==> src/rtl/axi_hp_pkg.sv <==
// Shared definitions for the AXI HP write path (framer and write master).
package axi_hp_pkg;

   localparam int DATA_W_DEF    = 64;
   localparam int BURST_LEN_DEF = 4;

   typedef enum logic [1:0] {
      ST_IDLE  = 2'd0,
      ST_BURST = 2'd1,
      ST_DONE  = 2'd2
   } wr_state_t;

endpackage

==> src/rtl/sync_fifo_fwft.sv <==
// First-word-fall-through synchronous FIFO; head word visible on o_rd_data.
module sync_fifo_fwft #(
   parameter int DATA_W = 64,
   parameter int DEPTH  = 16,
   parameter int LW     = $clog2(DEPTH) + 1
) (
   input  logic              i_clk,
   input  logic              i_rst,
   input  logic [DATA_W-1:0] i_wr_data,
   input  logic              i_wr_valid,
   input  logic              i_rd_en,
   output logic [DATA_W-1:0] o_rd_data,
   output logic              o_full,
   output logic              o_empty,
   output logic [LW-1:0]     o_level
);

   localparam int AW = $clog2(DEPTH);

   logic [DATA_W-1:0] mem [DEPTH];
   logic [AW-1:0]     wptr;
   logic [AW-1:0]     rptr;
   logic [LW-1:0]     cnt;
   logic              wr;
   logic              rd;

   assign o_full    = (cnt == LW'(DEPTH));
   assign o_empty   = (cnt == '0);
   assign o_level   = cnt;
   assign o_rd_data = mem[rptr];
   assign wr        = i_wr_valid & ~o_full;
   assign rd        = i_rd_en & ~o_empty;

   always_ff @(posedge i_clk) begin
      if (wr) begin
         mem[wptr] <= i_wr_data;
      end
   end

   always_ff @(posedge i_clk) begin
      if (i_rst) begin
         wptr <= '0;
         rptr <= '0;
         cnt  <= '0;
      end else begin
         if (wr) begin
            wptr <= wptr + AW'(1);
         end
         if (rd) begin
            rptr <= rptr + AW'(1);
         end
         unique case ({wr, rd})
            2'b10:   cnt <= cnt + LW'(1);
            2'b01:   cnt <= cnt - LW'(1);
            default: cnt <= cnt;
         endcase
      end
   end

endmodule

==> src/rtl/axi_hp_wr_framer.sv <==
// Frames a free-running sample stream into unbroken BURST_LEN-beat bursts
// for the AXI HP write master; flush pads a partial burst and ends the frame.
module axi_hp_wr_framer
   import axi_hp_pkg::*;
#(
   parameter int                DATA_W       = DATA_W_DEF,
   parameter int                BURST_LEN    = BURST_LEN_DEF,
   parameter int                FIFO_DEPTH   = 16,
   parameter int                FRAME_BURSTS = 8,
   parameter logic [DATA_W-1:0] PAD_WORD     = '0
) (
   input  logic                          i_clk,
   input  logic                          i_rst,
   input  logic [DATA_W-1:0]             S_IN_tdata,
   input  logic                          S_IN_tvalid,
   output logic                          S_IN_tready,
   input  logic                          i_flush,
   output logic [DATA_W-1:0]             M_WR_tdata,
   output logic                          M_WR_tvalid,
   output logic                          M_WR_tlast,
   input  logic                          M_WR_tready,
   output logic                          o_wr_done,
   output logic [$clog2(FIFO_DEPTH):0]   o_level,
   output logic [15:0]                   o_burst_cnt
);

   localparam int LW = $clog2(FIFO_DEPTH) + 1;
   localparam int BW = (BURST_LEN > 1) ? $clog2(BURST_LEN) : 1;
   localparam int PW = $clog2(BURST_LEN) + 1;

   localparam logic [LW-1:0] LVL_BURST  = LW'(BURST_LEN);
   localparam logic [BW-1:0] BEAT_LAST  = BW'(BURST_LEN - 1);
   localparam logic [PW-1:0] PAD_NONE   = PW'(BURST_LEN);
   localparam logic [15:0]   FRAME_LAST = 16'(FRAME_BURSTS);

   wr_state_t         state_q;
   wr_state_t         state_d;
   logic [BW-1:0]     beat_q;
   logic [BW-1:0]     beat_d;
   logic [15:0]       burst_q;
   logic [15:0]       burst_d;
   logic [PW-1:0]     pad_q;
   logic [PW-1:0]     pad_d;
   logic              flush_q;
   logic              flush_d;
   logic              tvalid_q;

   logic [DATA_W-1:0] head;
   logic [LW-1:0]     level;
   logic              full;
   logic              empty;
   logic              hs;
   logic              real_beat;
   logic              last_beat;
   logic              pop;

   sync_fifo_fwft #(
      .DATA_W (DATA_W),
      .DEPTH  (FIFO_DEPTH),
      .LW     (LW)
   ) u_fifo (
      .i_clk      (i_clk),
      .i_rst      (i_rst),
      .i_wr_data  (S_IN_tdata),
      .i_wr_valid (S_IN_tvalid),
      .i_rd_en    (pop),
      .o_rd_data  (head),
      .o_full     (full),
      .o_empty    (empty),
      .o_level    (level)
   );

   assign hs        = tvalid_q & M_WR_tready;
   assign real_beat = (PW'(beat_q) < pad_q);
   assign last_beat = (beat_q == BEAT_LAST);
   assign pop       = hs & real_beat;

   assign S_IN_tready = ~i_rst & ~full;
   assign M_WR_tvalid = tvalid_q;
   assign M_WR_tdata  = real_beat ? head : PAD_WORD;
   assign M_WR_tlast  = tvalid_q & last_beat;
   assign o_wr_done   = (state_q == ST_DONE);
   assign o_level     = level;
   assign o_burst_cnt = burst_q;

   always_comb begin
      state_d = state_q;
      beat_d  = beat_q;
      burst_d = burst_q;
      pad_d   = pad_q;
      flush_d = flush_q | i_flush;
      unique case (state_q)
         ST_IDLE: begin
            if (level >= LVL_BURST) begin
               state_d = ST_BURST;
               pad_d   = PAD_NONE;
            end else if (flush_q && !empty) begin
               state_d = ST_BURST;
               pad_d   = PW'(level);
            end else if (flush_q) begin
               // Empty flush with nothing sent closes no frame.
               if (burst_q != '0) begin
                  state_d = ST_DONE;
               end else begin
                  flush_d = i_flush;
               end
            end
         end
         ST_BURST: begin
            if (hs) begin
               if (last_beat) begin
                  beat_d  = '0;
                  burst_d = burst_q + 16'd1;
                  if (burst_q + 16'd1 == FRAME_LAST
                      || pad_q != PAD_NONE) begin
                     state_d = ST_DONE;
                  end else begin
                     state_d = ST_IDLE;
                  end
               end else begin
                  beat_d = beat_q + BW'(1);
               end
            end
         end
         ST_DONE: begin
            burst_d = '0;
            flush_d = i_flush;
            state_d = ST_IDLE;
         end
         default: begin
            state_d = ST_IDLE;
         end
      endcase
   end

   always_ff @(posedge i_clk) begin
      if (i_rst) begin
         state_q  <= ST_IDLE;
         beat_q   <= '0;
         burst_q  <= '0;
         pad_q    <= PAD_NONE;
         flush_q  <= 1'b0;
         tvalid_q <= 1'b0;
      end else begin
         state_q  <= state_d;
         beat_q   <= beat_d;
         burst_q  <= burst_d;
         pad_q    <= pad_d;
         flush_q  <= flush_d;
         tvalid_q <= (state_d == ST_BURST);
      end
   end

endmodule

==> config.mk <==
export PLATFORM = sky130hd
export DESIGN_NAME = axi_hp_wr_framer
export DESIGN_NICKNAME = d
export VERILOG_FILES = /design/src/rtl/axi_hp_pkg.sv /design/src/rtl/sync_fifo_fwft.sv /design/src/rtl/axi_hp_wr_framer.sv
export SDC_FILE = /design/constraint.sdc
export NUM_CORES = 1
export LEC_CHECK = 0
export ABC_AREA = 1
export CORE_MARGIN = 10
export CORE_UTILIZATION = 35
export DETAILED_ROUTE_END_ITERATION = 16
export HOLD_SLACK_MARGIN = 0.03
export PLACE_DENSITY_LB_ADDON = 0.2
export SLEW_MARGIN = 20
export SYNTH_ARGS = -nofsm -noshare
export SYNTH_HDL_FRONTEND = slang
export SYNTH_SLANG_ARGS = --single-unit
==> constraint.sdc <==
create_clock -name i_clk -period 10.9 [get_ports i_clk]
set_input_delay 1.09 -clock i_clk [delete_from_list [all_inputs] [get_ports i_clk]]
set_output_delay 1.09 -clock i_clk [all_outputs]
set_load 0.01 [all_outputs]
# Word-level counts from Yosys, hierarchy flattened
# Memory sizes are Yosys's and may differ from the RTL's. A register that Yosys moved wholly into a read port is not among the register bits.
# Index checks and enable logic that the tools add are counted.
# totals
register_bits	38
mem_bits_rw	1024
inputBits	69
output_inout_bits	89
wordCells	76
mem_count	1
# mem_list
name	words	word_bits	rd	rd_clocked_by_memory_dff	write_ports	line_no	rtl
u_fifo.mem	16	64	1	1	1	sync_fifo_fwft.sv:20	logic [DATA_W-1:0] mem [DEPTH];
# op_classes
addsub	6
n_lt_le_gt_ge	2
eq_ne	11
n_mux	25
n_bitwise	10
n_reduce_logical	12
# ops
op	n
$mux 64	1
$mux 16	2
$pmux 16 s2	1
$add 16x1->16 const B	1
$eq 16x4->1 const B	1
$mux 2	8
$reduce_bool 16->1	1
$pmux 5 s2	1
$add 4x1->4 const B	2
$mux 4	2
$and 1x1->1	6
$eq 2x1->1 const B	3
$eq 2x2->1 const B	3
$mux 1	6
$mux 3	2
$reduce_bool 2->1	3
$add 5x1->5 const B	1
$eq 5x5->1 const B	1
$ge 5x3->1 const B	1
$logic_not 5->1	1
$sub 5x1->5 const B	1
$ne 2x2->1 const B	2
$pmux 2 s2	1
$reduce_and 2->1	2
other kinds (11)	13

# Logic depth before layout (Yosys ltp)
# Gate-level depths: netlist (run 1).
# logic_depth
ltp_word	8
depth_mapped	14
depth_no_buf	14

# Cells and area by module
# From an unflattened synthesis (run 1), not the netlist that was laid out.
# hier_totals
cells_unflattened	3214
hier_area_um2	43800.8
# modules_own_cells
mod	n_inst	cells_each	area_each_um2
sync_fifo_fwft	1	2820	41662.5
axi_hp_wr_framer	1	394	2138.3

# Least setup slack after synthesis (run 1)
# OpenSTA, ideal clock, no wires.
# synth_path
kind	input to register
from	input S_IN_tvalid
to	memory u_fifo.mem[11][0] (enable)
setup_time_ps	486
t_arrival_ps	4112
t_required_ps	10414
slack_ps	6302
path_stages	4
path_buffers	0
cell_sequence	nand2_1 -> inv_1 -> nand2_1 -> nor2_1
# synth_via
elab_chain_len	3
# synth_rtl
element	line_no	rtl
from (decl)	axi_hp_wr_framer.sv:15	input logic S_IN_tvalid,
$and 1x1->1	sync_fifo_fwft.sv:31	assign wr = i_wr_valid & ~o_full;
$mux 1	sync_fifo_fwft.sv:35	if (wr) begin
$mux 1 (not written as such)	sync_fifo_fwft.sv:36	mem[wptr] <= i_wr_data;
to (decl)	sync_fifo_fwft.sv:20	
# No other way between the ends.

==> results.py, run 1 <==
metrics = {
    "yosys": {
        "synth_xor_area_share_pct": 0.06222,
        "yosys.area_share.simple_pct": 7.345,
        "synthMuxAreaShare_pct": 0,
        "synth_fa_ha_area_share_pct": 0.5511,
        "synth.distinct_cells": 43,
        "avgSynthCellArea_um2": 13.64,
        "yosysWarnings": 0,
        "synth_enable_flop_cells": 1024,
        "synthFlopType": "edfxtp_1",
        "synth_top_family_by_area": "compound AO/OA/AOI/OAI gates",
        "synth-seq-cells": 1066,
        "synth_cells": 3096,
        "synth_nets": 3183,
        "async_reset_ff_share_pct": 0,
        "synth_compound_area_share_pct": 13.71,
        "syn_area_um2": 42230,
        "yosysSeqAreaShare_pct": 74.81,
    },
    "routing": {
        "drt_iter0_drc": 2547,
        "wl_per_cell_um": 23.79,
        "drt-pass1-iter-count": 5,
        "wl_um": 116400,
        "via_count": 26180,
        "ant_nets": 0,
        "drc": 0,
        "vias_per_cell": 5.352,
    },
    "floorplanning": {
        "io_pins": 158,
        "rows": 127,
        "die_y_um": 367.4,
        "initial_utilization_pct": 35.25,
        "die_area_um2": 134900,
        "core-area_um2": 119800,
        "chipWidth_um": 367.4,
    },
    "setup_path": {
        "cp_slowest_cell": "buf_4",
        "critPathBufInv": 4,
        "path_max_fanout": 71,
        "arrival_ns": 4.92,
        "path_class": "register to output port",
        "cpMostUsedCell": "buf_4",
        "crit_family": "buffers and inverters",
        "path_cells": "buf_4, buf_4, buf_4, o21ai_0, o22ai_1, o211ai_1, a21oi_1, clkdlybuf4s50_1",
        "worst_ep_required_time_ns": 9.81,
        "critPathMaxStageDelay_ns": 0.80,
        "worstSetupStartpointType": "register",
        "cp-end-kind": "output port",
    },
    "job": {
        "drv_cap": 0,
    },
    "clock_tree": {
        "cts_resized": 0,
        "cts_setup_buffers": 0,
        "h-tree-depth": 3,
        "cts_made_buffers": 114,
        "clockBufferDepth": 3,
        "clkSinkCount": 1066,
        "hold_buffers": 0,
        "clkTransAtPathRegs_ns": 0.06,
        "cts_tree": "yes",
        "clk-insertion-delay-late_ns": 0.70,
        "clock_tree.root_cell": "clkbuf_16",
    },
    "sta": {
        "finalCritPeriodShare_pct": 55.12,
        "hold_viol": 0,
        "finalSetupViolCount": 0,
        "worst_slew_pin_slew_ns": 2.017,
        "hold_slack_ns": 0.4486,
        "fin_skew_ns": 0.02199,
        "rsz0062_at_grt": "no",
        "max_slew_margin_pct": -34.48,
        "finalSetupTns_ns": 0,
        "slew_violations": 210,
        "max_freq_mhz": 166.4,
        "min_period_ns": 6.008,
        "fin_ws_ns": 4.892,
    },
    "status": {
        "violations": "max-slew violations",
        "outcome": "finished with violations",
    },
    "finish": {
        "area.growth.synth_to_final_pct": 15.30,
        "final_util_pct": 40.64,
        "nets": 3274,
        "fillCellCount": 11190,
        "stdcell_count": 4892,
        "drive_gt1_share_pct": 7.108,
    },
    "power_and_ir_drop": {
        "power-per-cell-area_nw_per_um2": 206.1,
        "leakage_nw": 15.16,
        "vdd_ir_drop_max_uv": 147.1,
    },
    "placement": {
        "placed_cells": 4682,
        "place.gp.congestion": 0.7365,
        "dp_worst_setup_slack_ns": 5.480,
        "port_buffers": 157,
        "dp_hpwl_um": 56270,
    },
    "global_route": {
        "grt.overflow.total": 0,
        "first_global_vias": 25660,
        "grt_usage_pct": 16.58,
        "grt_max_degree": 344,
        "antenna_found_initial": 11,
        "grt_pass1_wl_um": 170900,
    },
    "min_path": {
        "hold_class": "register to register",
    },
}
synthesized netlist by cell type, types with 3 or more instances:
library cell     n  share of area, %
buf_4           23              0.41
nor2_4           4              0.11
ha_1            17              0.50
buf_1            5             0.044
edfxtp_1      1024                73
a21o_1           3             0.053
nor2_1         563               5.0
a21oi_1         93               1.1
buf_8            4              0.14
inv_2            3             0.027
nand4_1         10              0.15
dfxtp_1         42               2.0
nand2_1         96              0.85
nand2_2          4             0.059
o21ai_0        402               4.8
o221ai_1       193               4.0
nand3_1         87               1.0
buf_6           36              0.96
clkbuf_1       128               1.1
o22ai_1         63              0.93
o21ai_1        130               1.5
o211ai_1        64               1.1
buf_2           26              0.31
inv_1           50              0.44
layout by cell type, fill, tap and decap left out, types with 3 or more instances in the layout:
cell	n
a21o_1	3
a21oi_1	92
buf_12	4
buf_4	37
bufinv_16	10
clkbuf_1	31
clkbuf_16	114
clkdlybuf4s50_1	157
clkinv_1	23
clkinv_16	3
clkinv_2	18
dfxtp_1	38
dfxtp_4	4
edfxtp_1	1024
ha_1	17
inv_1	49
inv_6	6
nand2_1	96
nand2_2	4
nand3_1	87
nand4_1	10
nor2_1	547
nor2_4	20
o211ai_1	64
o21ai_0	402
o21ai_1	130
o221ai_1	193
o22ai_1	63
stage by stage:
step | area [um^2] | total power [mW]
floorplan | 42230 | 5.656
global placement | 45040 | 6.402
detailed placement | 45060 | 6.403
CTS | 48660 | 10.15
global route | 48690 | 10.45
finish | 48690 | 10.04
final cells by class:
type,instances,area [um^2],area share [%]
antenna,2,5.005,0.01028
clock buffer,145,2969,6.098
clock inverter,62,629.4,1.293
inverter,54,241.5,0.4960
multi-input combinational,1752,9281,19.06
sequential,1066,31610,64.91
tap,1612,2017,4.142
timing repair buffer,199,1941,3.986
power by group:
group | switching (mW) | leakage (nW) | internal [mW]
Clock | 1.59 | 1.75 | 2.16
Sequential | 0.0457 | 9.60 | 4.57
Combinational | 1.10 | 3.81 | 0.578
registers in the layout, summed over array words and instances (netlist names), named ones only:
register and count:
state_q 2, pad_q 3, u_fifo.wptr 4, u_fifo.mem 1024
M_WR_tvalid 1, beat_q 2, u_fifo.rptr 4, u_fifo.o_level 5
flush_q 1, o_burst_cnt 16
worst paths after layout:
check             slack (ns)              start                 to  cells past startpoint
hold / removal          0.45     u_fifo.rptr[3]           register                      2
hold reg to reg         0.45     u_fifo.rptr[3]           register                      2
setup reg to reg        7.24  u_fifo.o_level[0]  u_fifo.mem[7][24]                      7
setup / recovery        4.89           register     M_WR_tdata[46]                      8
worst reg2reg max path, delay by kind of cell, from the launching register on:
family / cells / cell delay [ns]
flip-flops: 1 / 0.51
AND/OR/NAND/NOR: 5 / 1.63
buffers and inverters: 2 / 1.10
per-layer routing:
layer  wire length, um  track usage [%]
met1             52990            23.04
met2             54530            26.83
met3              6929            2.987
met4              1865            3.964
met5                77                0
logic make-up after synthesis:
group	count (synthesis)
fa+ha+maj	18
simple gates	773
compound gates	958
xor+xnor	3
buf+inv	278
flops	1066
Power figures use the tool's default switching activity.
==> run 2: changes to the inputs <==
Clock period 10.9 ns to 5 ns, I/O delays scaled along.
==> results.py, run 2 (synthesized netlist as in run 1, its figures left out) <==
metrics = {
    "status": {
        "outcome": "complete, no violations",
    },
    "sta": {
        "finalSetupViolCount": 0,
        "worst_slew_pin_slew_ns": 1.118,
        "rsz0062_at_grt": "no",
        "max_freq_mhz": 224.0,
        "max_slew_margin_pct": 25.44,
        "finalCritPeriodShare_pct": 89.27,
        "min_period_ns": 4.464,
        "slew_violations": 0,
        "fin_skew_ns": 0.01738,
        "finalSetupTns_ns": 0,
        "hold_viol": 0,
    },
    "finish": {
        "largest_reg_flops": 1024,
        "top_register": "u_fifo.mem",
        "drive_gt1_share_pct": 7.902,
        "area.growth.synth_to_final_pct": 15.82,
        "final_cell_area_um2": 48910,
        "nets": 3292,
        "final_cell_mix": "edfxtp_1 (1024), nor2_1 (547), o21ai_0 (402)",
        "final_common_cell": "edfxtp_1",
    },
    "setup_path": {
        "path_cells": "clkinv_16, buf_4, o21ai_0, o22ai_1, o211ai_1, a21oi_1, clkdlybuf4s50_1",
        "arrival_ns": 3.96,
        "cp-end-kind": "output port",
        "critPathMaxStageDelay_ns": 0.75,
        "worst_ep_required_time_ns": 4.50,
        "path_class": "register to output port",
        "worstSetupStartpointType": "register",
        "path_max_fanout": 227,
        "cp_slowest_cell": "dfxtp_4",
    },
    "power_and_ir_drop": {
        "vdd_ir_drop_max_uv": 238.9,
        "leakage_nw": 15.26,
        "power-per-cell-area_nw_per_um2": 443.6,
    },
    "floorplanning": {
        "chipWidth_um": 367.4,
        "initial_utilization_pct": 35.25,
        "io_pins": 158,
        "rows": 127,
        "die_y_um": 367.4,
        "core-area_um2": 119800,
        "die_area_um2": 134900,
    },
    "global_route": {
        "grt_usage_pct": 16.66,
        "grt.overflow.total": 0,
        "first_global_vias": 25820,
        "antenna_found_initial": 8,
        "grt_pass1_wl_um": 172600,
        "grt_max_degree": 228,
    },
    "placement": {
        "port_buffers": 157,
        "place_area_um2": 45380,
        "dp_hpwl_um": 56730,
        "place.gp.congestion": 0.7363,
    },
    "clock_tree": {
        "clock_tree.root_cell": "clkbuf_16",
        "clk-insertion-delay-late_ns": 0.69,
        "clkTransAtPathRegs_ns": 0.06,
        "clkSinkCount": 1066,
        "h-tree-depth": 3,
        "hold_buffers": 0,
        "cts_tree": "yes",
        "cts_resized": 0,
        "cts_made_buffers": 114,
        "clockBufferDepth": 3,
        "cts_setup_buffers": 0,
    },
    "min_path": {
        "hold_class": "primary input to register",
    },
    "routing": {
        "wl_um": 116400,
        "drc": 0,
        "drt_iter0_drc": 2165,
        "wl_per_cell_um": 23.67,
        "ant_nets": 0,
        "drt-pass1-iter-count": 5,
        "vias_per_cell": 5.331,
        "via_count": 26210,
    },
    "job": {
        "drv_cap": 0,
    },
}
[run 2: cell types whose count changed in the layout (fill, tap and decap cells not counted), sizes merged]
| cell | change |
|---|---|
| buf | +18 |
| bufinv | -4 |
| clkbuf | -11 |
| clkinv | +21 |
| clkinvlp | +4 |
| diode | -1 |
| inv | -3 |
[run 2: final timing paths]
kind                        from                 to  slack [ns]  cells past startpoint
setup / recovery        register     M_WR_tdata[31]        0.54                      7
hold / removal           i_flush            flush_q        0.40                      3
setup reg to reg        pad_q[1]  u_fifo.o_level[4]        1.91                     13
hold reg to reg   u_fifo.rptr[3]           register        0.47                      2
[run 2: cell type report]
class | instances | area (um^2)
Sequential cell | 1066 | 31610
Inverter | 54 | 241.5
Fill cell | 11210 | 70900
Multi-Input combinational cell | 1752 | 9281
Clock inverter | 80 | 578.1
Tap cell | 1612 | 2017
Timing Repair Buffer | 217 | 2235
Antenna cell | 1 | 2.502
Clock buffer | 134 | 2949
[run 2: per-layer routing]
metal / track usage, % / up-vias / wire [um]
met3: 2.616 / 170 / 5326
met2: 27.29 / 635 / 55500
li1: - / 12040 / -
met5: 0 / - / 58
met1: 22.95 / 13360 / 53090
met4: 4.381 / 8 / 2385
[run 2: worst max-delay path: cells and delay by family (launching register included)]
family | cells | cell delay [ns]
AO/OA/AOI/OAI | 4 | 0.65
buffers and inverters | 3 | 1.58
flip-flops | 1 | 0.75
[run 2: through the flow]
step / hold slack [ns] / worst slack, ns / power, mW / cells / util (%)
final: 0.4021 / 0.5365 / 21.70 / 4916 / 40.82
after global routing: 0.4004 / 0.2419 / 22.64 / 4915 / 40.82
after CTS: 0.3505 / 0.3045 / 21.99 / 4915 / 40.82
after detailed placement: 0.4667 / 1.058 / 13.98 / 4701 / 37.88
after global placement: 0.4460 / 0.9924 / 13.97 / 4701 / 37.88
after floorplan: 0.4358 / 0.8219 / 12.33 / 3096 / -
[run 2: where the power goes]
part	switching, mW	internal [mW]
clock network	3.47	4.51
registers	0.126	9.95
logic	2.36	1.27
total	5.96	15.7
==> run 3: changes to the inputs <==
Settings changed: CAP_MARGIN set to 40, SETUP_SLACK_MARGIN set to 0.2.
==> results.py, run 3 (synthesized netlist as in run 1, its figures left out) <==
metrics = {
    "finish": {
        "largest_reg_flops": 1024,
        "final_common_cell": "edfxtp_1",
        "nets": 3303,
        "final_util_pct": 41.10,
        "area.growth.synth_to_final_pct": 16.60,
        "top_register": "u_fifo.mem",
        "final_cell_mix": "edfxtp_1 (1024), nor2_1 (547), o21ai_0 (402)",
        "drive_gt1_share_pct": 7.976,
    },
    "clock_tree": {
        "clk-insertion-delay-late_ns": 0.71,
        "h-tree-depth": 3,
        "clkSinkCount": 1066,
        "cts_made_buffers": 114,
        "hold_buffers": 0,
        "cts_setup_buffers": 0,
        "cts_tree": "yes",
        "clock_tree.root_cell": "clkbuf_16",
        "clockBufferDepth": 3,
        "cts_resized": 0,
        "clkTransAtPathRegs_ns": 0.06,
    },
    "setup_path": {
        "reg2reg_slack_ns": 1.95,
        "reg2reg_depth": 13,
        "r2r-start": "pad_q[1]",
        "arrival_ns": 3.96,
        "path_cells": "clkinv_16, buf_12, o21ai_0, o22ai_1, o211ai_1, a21oi_1, clkdlybuf4s50_1",
        "path_max_fanout": 227,
        "cp_slowest_cell": "dfxtp_4",
        "worstSetupStartpointType": "register",
        "timing.rr.end": "u_fifo.o_level[4]",
        "critPathMaxStageDelay_ns": 0.77,
        "path_class": "register to output port",
        "cp-end-kind": "output port",
        "worst_ep_required_time_ns": 4.50,
    },
    "power_and_ir_drop": {
        "power_frac_comb_pct": 16.8,
        "p_int_mw": 15.92,
        "pwr-share-clk_pct": 37.1,
        "sw_frac_of_total_pct": 27.17,
        "leakage_nw": 15.39,
        "vdd_ir_drop_max_uv": 245.9,
        "power_switching_mw": 5.940,
        "pwr-share-seq_pct": 46.1,
        "power-per-cell-area_nw_per_um2": 444.1,
    },
    "sta": {
        "slew_violations": 0,
        "finalSetupViolCount": 0,
        "max_slew_margin_pct": 33.77,
        "rsz0062_at_grt": "no",
        "hold_viol": 0,
        "min_period_ns": 4.460,
        "worst_slew_pin_slew_ns": 0.9934,
        "fin_skew_ns": 0.06569,
        "finalSetupTns_ns": 0,
        "finalCritPeriodShare_pct": 89.20,
        "max_freq_mhz": 224.2,
    },
    "global_route": {
        "antenna_found_initial": 12,
        "grt_pass1_wl_um": 171500,
        "grt_usage_pct": 16.64,
        "first_global_vias": 25820,
        "grt.overflow.total": 0,
        "grt_max_degree": 228,
    },
    "routing": {
        "via_count": 26150,
        "vias_per_cell": 5.311,
        "highest_layer": "met5",
        "wl_met2_um": 55120,
        "drt-met1-wl_um": 51550,
        "wl_um": 116100,
        "ant_nets": 0,
        "met3_length_um": 6534,
        "drc": 0,
        "drt-pass1-iter-count": 5,
        "wl_per_cell_um": 23.59,
        "drt_iter0_drc": 2409,
    },
    "min_path": {
        "hp-start": "i_flush",
        "hold_class": "primary input to register",
        "min_to": "flush_q",
        "hold_path_depth": 3,
    },
    "floorplanning": {
        "io_pins": 158,
        "die_area_um2": 134900,
        "initial_utilization_pct": 35.25,
        "core-area_um2": 119800,
        "rows": 127,
        "die_y_um": 367.4,
        "chipWidth_um": 367.4,
    },
    "placement": {
        "dp_hpwl_um": 58280,
        "port_buffers": 157,
        "place.gp.congestion": 0.7363,
    },
    "job": {
        "drv_cap": 0,
    },
    "status": {
        "outcome": "complete, no violations",
    },
}
==> run 3: changes by cell type in the layout (fill, tap and decap cells not counted), sizes merged <==
cell / previous run / this run
clkinv: 67 / 51
clkbuf: 134 / 146
buf: 60 / 71
bufinv: 6 / 8
clkinvlp: 5 / 3
diode: 1 / 2
==> run 3: power groups by stage <==
stage,Clock [mW],Combinational (mW),Sequential (mW)
after floorplan,0,2.12,10.2
after global placement,0,3.70,10.3
after detailed placement,0,3.73,10.3
after CTS,8.31,3.75,10.1
after global routing,8.68,4.04,10.1
final,8.12,3.67,10.1
==> run 3: layout make-up <==
| type | instances | area [um^2] |
|---|---|---|
| fillers | 11140 | 70580 |
| flip-flops and latches | 1066 | 31610 |
| multi-input cells | 1752 | 9281 |
| clock buffers | 146 | 3037 |
| repair buffers | 228 | 2500 |
| well taps | 1612 | 2017 |
| clock inverters | 64 | 550.5 |
| inverters | 54 | 241.5 |
| diodes | 2 | 5.005 |
==> run 3: worst max path at each step <==
stage	from	end	slack (ns)	depth (start not counted)
final	register	M_WR_tdata[9]	0.54	7
after floorplan	u_fifo.o_level[0]	u_fifo.mem[11][0]	0.82	6
after global placement	register	M_WR_tdata[50]	0.99	6
after detailed placement	register	M_WR_tdata[34]	1.23	6
after global routing	register	M_WR_tdata[31]	0.31	7
after CTS	register	M_WR_tdata[50]	0.46	7
==> run 3: worst max-delay path: cells and delay by family, from the launching register on <==
family	cells	cell delay [ns]
flops	1	0.77
buf+inv	3	1.49
compound gates	4	0.70
==> run 3: stage by stage <==
stage | power, mW | hold WS, ns | area (um^2) | worst slack (ns) | instances
final | 21.86 | 0.3892 | 49240 | 0.5399 | 4924
after global routing | 22.82 | 0.4020 | 49230 | 0.3128 | 4923
after CTS | 22.13 | 0.3469 | 49200 | 0.4603 | 4921
after detailed placement | 14.00 | 0.4690 | 45620 | 1.234 | 4711
after global placement | 13.97 | 0.4460 | 45380 | 0.9924 | 4701
after floorplan | 12.33 | 0.4358 | 42230 | 0.8219 | 3096
==> run 3: metal layers <==
| layer | vias up | GRT usage [%] |
|---|---|---|
| met3 | 171 | 3.153 |
| met2 | 718 | 27.06 |
| li1 | 12060 | - |
| met5 | - | 0 |
| met1 | 13190 | 22.54 |
| met4 | 10 | 4.845 |
